===== config.mk =====
export PLATFORM = sky130hd
export DESIGN_NAME = bcd_display_scan_ctrl
export DESIGN_NICKNAME = d
export VERILOG_FILES = /design/src/rtl/bcd_display_scan_ctrl.sv
export SDC_FILE = /design/constraint.sdc
export NUM_CORES = 1
export LEC_CHECK = 0
export CAP_MARGIN = 5
export CORE_MARGIN = 1.5
export CORE_UTILIZATION = 53
export CTS_CLUSTER_SIZE = 16
export DETAILED_ROUTE_END_ITERATION = 10
export PLACE_DENSITY = 0.84
export SLEW_MARGIN = 20
export SYNTH_ARGS = -nofsm -noshare
export SYNTH_HDL_FRONTEND = slang
export SYNTH_SLANG_ARGS = --single-unit

===== constraint.sdc =====
create_clock -name clk -period 4.1 [get_ports clk]
set_input_delay 0.615 -clock clk [delete_from_list [all_inputs] [get_ports clk]]
set_output_delay 0.615 -clock clk [all_outputs]
set_load 0.1 [all_outputs]

===== src/rtl/bcd_display_scan_ctrl.sv =====
// Scans an 8-bit binary value as three BCD digits onto a multiplexed 7-seg display.
// Latency: 2 edges from load acceptance to new digits; SCAN_DIV cycles per digit slot.
// Backpressure: load_ready low only during the single CONV cycle; clear overrides loads.
// Optional feature: define LEADING_ZERO_BLANK_EN to blank leading-zero hundreds/tens slots.

module bin_to_bcd_8bit (
  input  logic [7:0] bin,
  output logic [3:0] unidade,
  output logic [3:0] dezena,
  output logic [3:0] centena
);

  logic [19:0] sh;

  // Double-dabble: add 3 to any BCD nibble >= 5 before each left shift.
  always_comb begin
    sh = {12'd0, bin};
    for (int i = 0; i < 8; i++) begin
      if (sh[11:8]  >= 4'd5) sh[11:8]  = sh[11:8]  + 4'd3;
      if (sh[15:12] >= 4'd5) sh[15:12] = sh[15:12] + 4'd3;
      if (sh[19:16] >= 4'd5) sh[19:16] = sh[19:16] + 4'd3;
      sh = {sh[18:0], 1'b0};
    end
  end

  assign unidade = sh[11:8];
  assign dezena  = sh[15:12];
  assign centena = sh[19:16];

endmodule

module bcd_display_scan_ctrl #(
  parameter int SCAN_DIV = 50000
) (
  input  logic       clk,
  input  logic       rst_n,
  input  logic [7:0] value_in,
  input  logic       load_valid,
  output logic       load_ready,
  input  logic       clear,
  output logic [3:0] digit_out,
  output logic [2:0] anode_out,
  output logic       busy_out
);

  typedef enum logic [1:0] {IDLE, CONV, SHOW} state_t;

  localparam logic [19:0] PRESC_MAX = 20'(SCAN_DIV - 1);

  state_t      state_q, state_d;
  logic [7:0]  hold_q;
  logic [3:0]  units_q, tens_q, hund_q;
  logic [3:0]  bcd_units, bcd_tens, bcd_hund;
  logic [19:0] presc_q;
  logic [1:0]  idx_q;
  logic        accept;

  // Only the conversion cycle refuses a new value; clear wins over a load.
  assign load_ready = (state_q != CONV);
  assign accept     = load_valid && load_ready && !clear;
  assign busy_out   = (state_q == CONV);

  bin_to_bcd_8bit u_bcd (
    .bin     (hold_q),
    .unidade (bcd_units),
    .dezena  (bcd_tens),
    .centena (bcd_hund)
  );

  // State register.
  always_ff @(posedge clk or negedge rst_n) begin
    if (!rst_n) state_q <= IDLE;
    else        state_q <= state_d;
  end

  // Next-state: accept -> CONV, CONV always lasts one cycle, clear returns to IDLE.
  always_comb begin
    state_d = state_q;
    if (clear) begin
      state_d = IDLE;
    end else begin
      case (state_q)
        IDLE:    if (accept) state_d = CONV;
        CONV:    state_d = SHOW;
        SHOW:    if (accept) state_d = CONV;
        default: state_d = IDLE;
      endcase
    end
  end

  // Hold register captures the accepted value for the converter.
  always_ff @(posedge clk or negedge rst_n) begin
    if (!rst_n)      hold_q <= 8'd0;
    else if (accept) hold_q <= value_in;
  end

  // Digit registers, prescaler and scan index; old digits stay until the CONV cycle ends.
  always_ff @(posedge clk or negedge rst_n) begin
    if (!rst_n) begin
      units_q <= 4'd0;
      tens_q  <= 4'd0;
      hund_q  <= 4'd0;
      presc_q <= 20'd0;
      idx_q   <= 2'd0;
    end else if (clear) begin
      units_q <= 4'd0;
      tens_q  <= 4'd0;
      hund_q  <= 4'd0;
      presc_q <= 20'd0;
      idx_q   <= 2'd0;
    end else if (state_q == CONV) begin
      units_q <= bcd_units;
      tens_q  <= bcd_tens;
      hund_q  <= bcd_hund;
      presc_q <= 20'd0;
      idx_q   <= 2'd0;
    end else if (state_q == SHOW) begin
      if (presc_q == PRESC_MAX) begin
        presc_q <= 20'd0;
        idx_q   <= (idx_q == 2'd2) ? 2'd0 : idx_q + 2'd1;
      end else begin
        presc_q <= presc_q + 20'd1;
      end
    end
  end

  // Display drive: blank outside SHOW, otherwise select the indexed digit.
  always_comb begin
    anode_out = 3'b111;
    digit_out = 4'd0;
    if (state_q == SHOW) begin
      case (idx_q)
        2'd0: begin anode_out = 3'b110; digit_out = units_q; end
        2'd1: begin anode_out = 3'b101; digit_out = tens_q;  end
        2'd2: begin anode_out = 3'b011; digit_out = hund_q;  end
        default: begin anode_out = 3'b111; digit_out = 4'd0; end
      endcase
`ifdef LEADING_ZERO_BLANK_EN
      if (idx_q == 2'd2 && hund_q == 4'd0)                   anode_out = 3'b111;
      if (idx_q == 2'd1 && hund_q == 4'd0 && tens_q == 4'd0) anode_out = 3'b111;
`else
`endif
    end
  end

endmodule


==> run metrics <==
CTS tree=done; final worst clock skew=0.01204 ns; initial antenna violation count=0; largest net degree at the start of global routing=43; CP Class=register to register; fin util=66.33%; Setup crit end kind=register; slew margin rel.=34.48%; crit path buf inv count=3; r2r setup slk=0.11 ns; Slew Limit Fails=0; DRT Pass-1 Iters=5; global-route wire length before repair=11020 um; diode count=0; RR Endpoint=hund_q[0]$_DFFE_PN0P_; drt wl/cell=15.51 um; crit start category=register; Total GRT Usage=22.97%; synthesized instance count=326; Synth Cell Area=2860 um^2; number of I/O port buffers=20; fill cell count=424; worst r2r src=hold_q[6]$_DFFE_PN0P_; WP data arrival=4.23 ns; Die Ht=76.46 um; number of vias per cell=5.899; Post-DP Area=3173 um^2; CTS buffer count=5; Congestion Overflow GR=0; Yosys reg bits=42; clock period minus worst slack=3.986 ns; # hold bufs at CTS=0; register area share after synthesis=36.75%; Design Power=1.877 mW; Die Wd=76.46 um; Post-synth EDFFs=0; Initial Utilization=55.65%; yosys warns=0; Critical Path Source=hold_q[6]$_DFFE_PN0P_; DRC viols=0; die area=5846 um^2; Std-Cell Rows=26; CTS Buffer Depth=2; clock slew at reported path FFs=0.09 ns; Design Area, Final=3410 um^2; Worst Max-Slew Pin Slew=0.9797 ns; hold crit path type=input pin to asynchronous set/reset pin; root buffer cell=clkbuf_8; clk sinks=42; vias in the first global route=2471; Final Setup Violations=0; Pleak=1.457 nW; Fmax achieved=250.9 MHz; core area=5140 um^2; post-synth cell types=62; post-route ant nets=0; Crit Path Max Fanout=5; Vias=2560; Hold Violations, Final=0; CTS HTree Levels=2; Iter 0 DRT Violations=188; Main synth FF type=dfrtp_1; NumNets Final=385; Avg Inst Size Synth=8.774 um^2; Clk Latency, worst-skew pair=0.30 ns; R2R cell count=17; cells along the critical path=inv_2, ha_4, o21bai_1, mux2_2, ha_2, nand2b_1, o211ai_2, a221o_1, buf_4, a211o_1, mux2i_4, ha_2, o21ai_2, mux2i_4, buf_4, or4_1, nand3_1; Area Overhead vs Synth=19.20%; ys async rst share=100.0%; Synth Net Count=348; worst hold slack=0.4474 ns; PD cells=550.4 nW/um^2; drt total wl=6733 um; share of layout cells above drive strength 1=15.38%; Crit path max-delay family=compound AO/OA/AOI/OAI gates; post-DP HPWL=4531 um; Final period util=97.22%; Worst path slowest cell=or4_1; max-cap violation count=0; CP Depth=17; status=finished, final reports clean; worst vdd ir=403.1 uV; slowest cell delay on critical path=0.53 ns; worst path required time=4.34 ns; Top Ports=21; GPL Wtd Cong=0.8716
[cell families (layout without fill, tap and decap cells)]
kind of cell	after synthesis	count (layout)	share of synthesized area [%]
flops	42	42	36.75
fa+ha+maj	10	10	4.374
simple gates	144	144	25.55
mux	13	13	5.599
xor+xnor	17	17	5.206
compound gates	76	76	19.34
buf+inv	24	62	3.193
[per-layer routing]
metal | vias to the layer above | GRT usage (%) | wire length, um
li1 | 1249 | - | -
met1 | 1229 | 30.06 | 3106
met2 | 75 | 38.21 | 3262
met3 | 7 | 4.192 | 293
met4 | 0 | 7.778 | 70
met5 | - | 0 | 0
[layout by cell type, fill, tap and decap left out, types with 4 or more instances in the layout]
cell type	Yosys	routed
nor3_1	16	16
mux2_2	4	4
nand2_1	35	35
o31ai_1	5	4
clkbuf_8	0	5
ha_1	10	5
a22o_1	4	4
xor2_1	11	10
clkdlybuf4s50_1	0	18
nand2b_1	8	7
o21ai_0	17	16
a21oi_1	11	10
inv_1	13	12
dfrtp_1	42	41
o21a_1	5	5
mux2i_1	7	7
nor2_1	37	37
xnor2_1	6	6
and2_1	4	4
nand3_1	11	11
and3_1	7	7
nor3b_1	5	5
buf_4	0	21
[timing repair]
action / 4_1_cts / 5_1_grt
resized for setup: 2 / 13
hold endpoints to repair: 0 / 0
setup endpoints to repair: 4 / 7
setup buffers: 4 / 7
pin swaps: 1 / 3
[how the worst max path moves through the flow]
stage	to
global placement	tens_q[2]$_DFFE_PN0P_
floorplan	tens_q[2]$_DFFE_PN0P_
finish	hund_q[0]$_DFFE_PN0P_
detailed placement	tens_q[2]$_DFFE_PN0P_
CTS	tens_q[1]$_DFFE_PN0P_
global route	tens_q[1]$_DFFE_PN0P_
[where the power goes]
group | switching [mW] | internal (mW)
sequential | 0.0385 | 0.451
clock | 0.150 | 0.120
combinational | 0.606 | 0.511
[sequential cells by signal, summed over array words and instances, names as in the netlist]
name,cells
presc_q,20
hold_q,8
tens_q,4
units_q,4
hund_q,2
idx_q,2
state_q,2
[synth_stat cells (5+ instances only)]
cell type   n  area share (%)
nor3b_1     5             1.3
nand2b_1    8             1.7
inv_1      13             1.7
a21oi_1    11             1.9
mux2i_1     7             2.4
ha_1       10             4.4
nor2_1     37             4.9
nand3_1    11             1.9
dfrtp_1    42              37
and3_1      7             1.5
nor3_1     16             2.8
clkbuf_1    8             1.0
xnor2_1     6             1.8
nand2_1    35             4.6
o21a_1      5             1.3
o31ai_1     5             1.3
o21ai_0    17             3.0
xor2_1     11             3.4
[layout make-up]
type	instances	area, um^2	area share, %
Multi-Input combinational cell	260	1788	52.44
Sequential cell	42	1052	30.86
Timing Repair Buffer	40	342.8	10.06
Tap cell	70	87.58	2.569
Clock buffer	6	72.57	2.128
Inverter	14	52.55	1.541
Clock inverter	2	13.76	0.4037
[per-stage QoR]
step | setup WS, ns | TNS (ns) | instances
floorplan | 0.02903 | 0 | 326
global placement | 0.1560 | 0 | 415
detailed placement | -0.06261 | -0.09812 | 415
CTS | 0.01380 | 0 | 427
global route | -0.06454 | -0.08493 | 434
finish | 0.1141 | 0 | 434
Note: power is estimated with default switching activity, not from simulation.
